===== src/rtl/sync_blank_gen.sv =====
// Sync-driven blanking generator.
// Measures line length from hs and frame height from vs, derives the pixel
// clock enable and registered hblank/vblank, and reports when the frame
// geometry has repeated often enough to be trusted.
//
// state        | meaning
// -------------+-------------------------------------------------------------
// ST_UNLOCKED  | no reference frame length; next capture becomes reference
// ST_TRACKING  | reference held; counting captures that repeat it
// ST_LOCKED    | geometry stable; locked asserted
module sync_blank_gen #(
  parameter int CNT_W       = 11,
  parameter int CE_DIV      = 2,
  parameter int HB_START    = 336,
  parameter int HB_END      = 40,
  parameter int VB_START    = 246,
  parameter int VB_END      = 6,
  parameter int LOCK_FRAMES = 2
) (
  input  logic             clk_sys,
  input  logic             reset_n,
  input  logic             hs,
  input  logic             vs,
  output logic             ce_pix,
  output logic             hblank,
  output logic             vblank,
  output logic [CNT_W-1:0] line_len,
  output logic [CNT_W-1:0] frame_lines,
  output logic             locked
);

  localparam int               CE_SH      = $clog2(CE_DIV);
  localparam logic [CNT_W-1:0] CNT_MAX    = '1;
  localparam logic [CNT_W-1:0] CE_MASK    = CNT_W'(CE_DIV - 1);
  localparam logic [CNT_W-1:0] HB_START_C = CNT_W'(HB_START);
  localparam logic [CNT_W-1:0] HB_END_C   = CNT_W'(HB_END);
  localparam logic [CNT_W-1:0] VB_START_C = CNT_W'(VB_START);
  localparam logic [CNT_W-1:0] VB_END_C   = CNT_W'(VB_END);
  localparam logic [4:0]       LF_C       = 5'(LOCK_FRAMES);

  typedef enum logic [1:0] {ST_UNLOCKED, ST_TRACKING, ST_LOCKED} lock_st_e;

  logic             hs_d_q, vs_d_q, vs_d_d;
  logic [CNT_W-1:0] pcnt_q, pcnt_d, lcnt_q, lcnt_d;
  logic [CNT_W-1:0] line_len_q, line_len_d, frame_lines_q, frame_lines_d;
  logic             hblank_q, hblank_d, vblank_q, vblank_d;
  logic [CNT_W-1:0] pcnt_inc, lcnt_inc, pix;
  logic             hs_rise, vs_rise;

  lock_st_e         state_q;
  logic [3:0]       mcnt_q;
  logic [CNT_W-1:0] ref_len_q;
  logic             first_q, locked_q;
  logic [4:0]       mcnt_p2;

  assign hs_rise  = hs & ~hs_d_q;
  // vs is only meaningful at line starts, so its edge is qualified by hs rise.
  assign vs_rise  = hs_rise & vs & ~vs_d_q;
  assign pcnt_inc = (pcnt_q == CNT_MAX) ? CNT_MAX : pcnt_q + 1'b1;
  assign lcnt_inc = (lcnt_q == CNT_MAX) ? CNT_MAX : lcnt_q + 1'b1;
  assign pix      = pcnt_q >> CE_SH;
  // With CE_DIV=1 the mask is zero, leaving ce_pix high whenever out of reset.
  assign ce_pix   = reset_n & ((pcnt_q & CE_MASK) == CE_MASK);
  assign mcnt_p2  = {1'b0, mcnt_q} + 5'd2;

  assign hblank      = hblank_q;
  assign vblank      = vblank_q;
  assign line_len    = line_len_q;
  assign frame_lines = frame_lines_q;
  assign locked      = locked_q;

  // Next-state for the line/frame counters and blanking flags.
  always_comb begin
    pcnt_d        = hs_rise ? '0 : pcnt_inc;
    line_len_d    = hs_rise ? pcnt_inc : line_len_q;
    vs_d_d        = hs_rise ? vs : vs_d_q;
    lcnt_d        = lcnt_q;
    if (vs_rise)      lcnt_d = '0;
    else if (hs_rise) lcnt_d = lcnt_inc;
    frame_lines_d = vs_rise ? lcnt_inc : frame_lines_q;
    hblank_d      = hblank_q;
    if (pix == HB_START_C)    hblank_d = 1'b1;
    else if (pix == HB_END_C) hblank_d = 1'b0;
    vblank_d      = vblank_q;
    if (lcnt_q == VB_START_C)    vblank_d = 1'b1;
    else if (lcnt_q == VB_END_C) vblank_d = 1'b0;
  end

  // Counter, measurement and blanking registers.
  always_ff @(posedge clk_sys or negedge reset_n) begin
    if (!reset_n) begin
      hs_d_q        <= 1'b0;
      vs_d_q        <= 1'b0;
      pcnt_q        <= '0;
      lcnt_q        <= '0;
      line_len_q    <= '0;
      frame_lines_q <= '0;
      hblank_q      <= 1'b1;
      vblank_q      <= 1'b1;
    end else begin
      hs_d_q        <= hs;
      vs_d_q        <= vs_d_d;
      pcnt_q        <= pcnt_d;
      lcnt_q        <= lcnt_d;
      line_len_q    <= line_len_d;
      frame_lines_q <= frame_lines_d;
      hblank_q      <= hblank_d;
      vblank_q      <= vblank_d;
    end
  end

  // Lock tracker; the reference capture counts as the first of the
  // LOCK_FRAMES identical lengths, so each match adds one more.
  always_ff @(posedge clk_sys or negedge reset_n) begin
    if (!reset_n) begin
      state_q   <= ST_UNLOCKED;
      mcnt_q    <= '0;
      ref_len_q <= '0;
      first_q   <= 1'b1;
      locked_q  <= 1'b0;
    end else begin
      if (vs_rise) first_q <= 1'b0;
      if (lcnt_q == CNT_MAX) begin
        state_q  <= ST_UNLOCKED;
        mcnt_q   <= '0;
        locked_q <= 1'b0;
      end else if (vs_rise && !first_q) begin
        case (state_q)
          ST_UNLOCKED: begin
            ref_len_q <= lcnt_inc;
            mcnt_q    <= '0;
            state_q   <= ST_TRACKING;
            locked_q  <= 1'b0;
          end
          ST_TRACKING: begin
            if (lcnt_inc == ref_len_q) begin
              mcnt_q <= mcnt_q + 4'd1;
              if (mcnt_p2 >= LF_C) begin
                state_q  <= ST_LOCKED;
                locked_q <= 1'b1;
              end
            end else begin
              ref_len_q <= lcnt_inc;
              mcnt_q    <= '0;
            end
          end
          ST_LOCKED: begin
            if (lcnt_inc != ref_len_q) begin
              state_q  <= ST_UNLOCKED;
              mcnt_q   <= '0;
              locked_q <= 1'b0;
            end
          end
          default: begin
            state_q  <= ST_UNLOCKED;
            mcnt_q   <= '0;
            locked_q <= 1'b0;
          end
        endcase
      end
    end
  end

endmodule

===== config.mk =====
export PLATFORM = sky130hd
export DESIGN_NAME = sync_blank_gen
export DESIGN_NICKNAME = d
export VERILOG_FILES = /design/src/rtl/sync_blank_gen.sv
export SDC_FILE = /design/constraint.sdc
export NUM_CORES = 1
export LEC_CHECK = 0
export ABC_CLOCK_PERIOD_IN_PS = 7900
export BUFFER_PORTS_ARGS = -buffer_cell sky130_fd_sc_hd__clkbuf_2
export CAP_MARGIN = 20
export CORE_ASPECT_RATIO = 1.5
export CORE_UTILIZATION = 50
export DETAILED_ROUTE_END_ITERATION = 6
export HOLD_SLACK_MARGIN = 0.15
export PLACE_DENSITY_LB_ADDON = 0.12
export SETUP_SLACK_MARGIN = 0.05
export SYNTH_ARGS = -nofsm -noshare
export SYNTH_HDL_FRONTEND = slang
export SYNTH_SLANG_ARGS = --single-unit
export TNS_END_PERCENT = 30

===== constraint.sdc =====
create_clock -name clk_sys -period 7.9 [get_ports clk_sys]
set_input_delay 0.79 -clock clk_sys [delete_from_list [all_inputs] [get_ports clk_sys]]
set_output_delay 0.79 -clock clk_sys [all_outputs]
set_load 0.02 [all_outputs]

==> flow_summary_export.csv <==
group,metric,value,unit
floorplan,start_util,52.4,%
route,first_pass_iters,4,
timing,hold_violations,0,
placed_design,place_ws,4.01,ns
worst_setup_path,path_cells,"clkbuf_2 > nand2b_1 > buf_6 > nor3b_1 > buf_4 > or2b_2 > nor3_1 > a21boi_2 > mux2_2",
placed_design,gp_congestion,0.869,
power_and_ir_drop,p_leak,1.76,nW
synthesis,synth.cell_area,0.00366,sq mm
synthesis,syn-num-nets,385,
synthesis,ys_seq_area_share,45.9,%
timing,fin_crit_sh,42.2,%
final_layout,drive_above_1_share,19.0,%
clock_tree,root_buffer,"clkbuf_8",
synthesis,synth.area.top_cells,"dfrtp_1, nand2_1, o21ai_0",
synthesis,yosysTopAreaCell,"dfrtp_1",
clock_tree,cts_hold_buf,0,
synthesis,synthArstFlopShare,100,%
timing,rsz0062_at_grt,"no",
timing,fin_ws,4.57,ns
clock_tree,cts_max_path_buffers,2,
floorplan,die_x,71.9,microns
timing,finalSetupViolCount,0,
final_layout,area_growth,8.44,%
clock_tree,clock_sinks,67,
synthesis,avgSynthCellArea,9.76,sq um
worst_setup_path,critPathRequiredTime,8.14,ns
timing,fin_tns_setup,0,ns
route,drt-total-wl,7.92,mm
synthesis,yosysUniqueCellTypes,69,
timing,fmax,300,MHz
timing,slew-limit-headroom,38.3,%
worst_setup_path,critPathArrivalTime,3.57,ns
worst_setup_path,crit_fanout,17,
worst_setup_path,cp_top_family,"simple AND/OR/NAND/NOR gates",
clock_tree,post_cts_resized,0,
global_routing,overflow,0,
outcome,status,"finished, final reports clean",
global_routing,grt_pass1_vias,2739,
clock_tree,htree_levels,3,
worst_setup_path,path_buf_inv,3,
final_layout,nFillCells,628,
synthesis,ys_ff_latch,67,
final_layout,final_nets,405,
route,drc,0,
route,num_vias,2812,
timing,slew_viol_final,0,
clock_tree,clock_latency,0.35,ns
global_routing,antenna_found_initial,0,
placed_design,post_dp_cell_area,0.00377,sq mm
worst_hold_path,hold_class,"input pin to async pin",
power_and_ir_drop,power,1.05,mW
clock_tree,clk_transition_reported_paths,0.07,ns
final_layout,layout_common_cells,"dfrtp_1, nand2_1, nor2_1",
synthesis,synth_cells,375,
global_routing,grt_max_degree,44,
route,viasPerCell,5.66,
clock_tree,cts_buffers,9,
worst_setup_path,max_stage_delay,0.76,ns
floorplan,core_area,0.00699,sq mm
placed_design,dp_cells,480,
route,wl_per_cell,15.9,microns
route,postRouteAntennaNets,0,
synthesis,synth-edff-count,0,
power_and_ir_drop,ir_drop,0.164,mV
worst_setup_path,cp_slowest_cell,"a21boi_2",
worst_setup_path,startpoint_type,"input pin",
final_layout,seqCellArea,0.00168,sq mm
timing,period_needed,3.33,ns
final_layout,multi_input_area,0.00175,sq mm
timing,tightest_slew,0.918,ns
floorplan,die_y,107,microns
worst_setup_path,critPathCaptureType,"register",
global_routing,grt_pass1_wl,13.4,mm
synthesis,yosysWarnings,0,
final_layout,antennaDiodeCount,0,
timing,clock_skew,0.00568,ns
flow_run,cap_viol_max_count,0,
power_and_ir_drop,power_density,266,mW/mm^2
clock_tree,cts_tree,"yes",
floorplan,dieArea,0.00768,sq mm
synthesis,synthDominantCellAreaShare,43.7,%
synthesis,ys.flop_type,"dfrtp_1",
floorplan,rows,37,
route,first_iter_violations,233,
worst_setup_path,worst-setup-path-type,"input pin to register",
clock_tree,cts_setup_buffers,0,
global_routing,grtUsageTotal,23.0,%
placed_design,place_hpwl,5.55,mm
floorplan,ioPinCount,30,
final_layout,stdcell_count,497,
final_layout,final_area,0.00397,sq mm
placed_design,portBuffers,29,
final_layout,final_common_cell,"dfrtp_1",
Yosys cell counts, types with 6 or more instances:
| library cell | instances |
|---|---|
| buf_6 | 8 |
| ha_1 | 6 |
| nand3_1 | 13 |
| xor2_1 | 6 |
| nor3_1 | 7 |
| o21ai_0 | 30 |
| and3_1 | 6 |
| mux2i_1 | 7 |
| xnor2_1 | 9 |
| nand4_1 | 6 |
| nor2_1 | 35 |
| a31oi_1 | 9 |
| inv_1 | 13 |
| clkbuf_1 | 10 |
| a21oi_1 | 21 |
| nand2_1 | 44 |
| dfrtp_1 | 64 |
cells by family after synthesis:
group,Yosys count,synth area share [%]
compound gates,93,17.3
buf+inv,37,6.32
mux,15,4.89
flops,67,45.9
xor+xnor,15,3.59
simple gates,142,19.9
fa+ha+maj,6,2.05
power breakdown:
part	internal, mW	switching (mW)	total, mW	leakage [nW]
registers	0.407	0.0806	0.487	0.872
logic	0.128	0.167	0.295	0.790
clock network	0.148	0.124	0.272	0.0997
per-stage QoR:
| stage | util [%] | hold WS (ns) |
|---|---|---|
| 3_5_place_dp | 53.9 | 0.457 |
| 3_3_place_gp | 53.9 | 0.452 |
| 4_1_cts | 56.6 | 0.449 |
| 2_1_floorplan | - | 0.442 |
| 6_report | 56.8 | 0.438 |
| 5_1_grt | 56.8 | 0.485 |
final timing paths:
check	end	slack (ns)	start	cells after the start
max in group asynchronous	hblank	6.49	reset_n	2
min	frame_lines[5]	0.44	reset_n	1
max	ref_len_q[0]	4.57	hs	9
min in group clk_sys	frame_lines[3]	0.47	frame_lines[3]	2
max reg2reg	ref_len_q[0]	4.63	lcnt_q[0]	8
min reg2reg	frame_lines[3]	0.47	frame_lines[3]	2
final cells by class:
class	count	share of cell area, %
clock inverter	1	0.126
multi-input combinational	271	44.1
sequential	67	42.3
timing repair buffer	33	4.51
inverter	13	1.23
clock buffer	15	4.70
tap	97	3.06
flip-flops by register name, summed over array words and instances (netlist names), 2 cells and up:
| name | cells |
|---|---|
| pcnt_q | 11 |
| state_q | 2 |
| frame_lines | 11 |
| lcnt_q | 11 |
| line_len | 11 |
| mcnt_q | 4 |
| ref_len_q | 11 |
metal layers:
layer  part of all wire [%]  up-vias  track usage, %
li1                       -     1379               -
met1                     44     1354            28.9
met2                     49       61            36.3
met3                    3.6       18            5.64
met4                    3.0        0            12.3
met5                      0        -               0
Note: power is estimated with default switching activity, not from simulation.
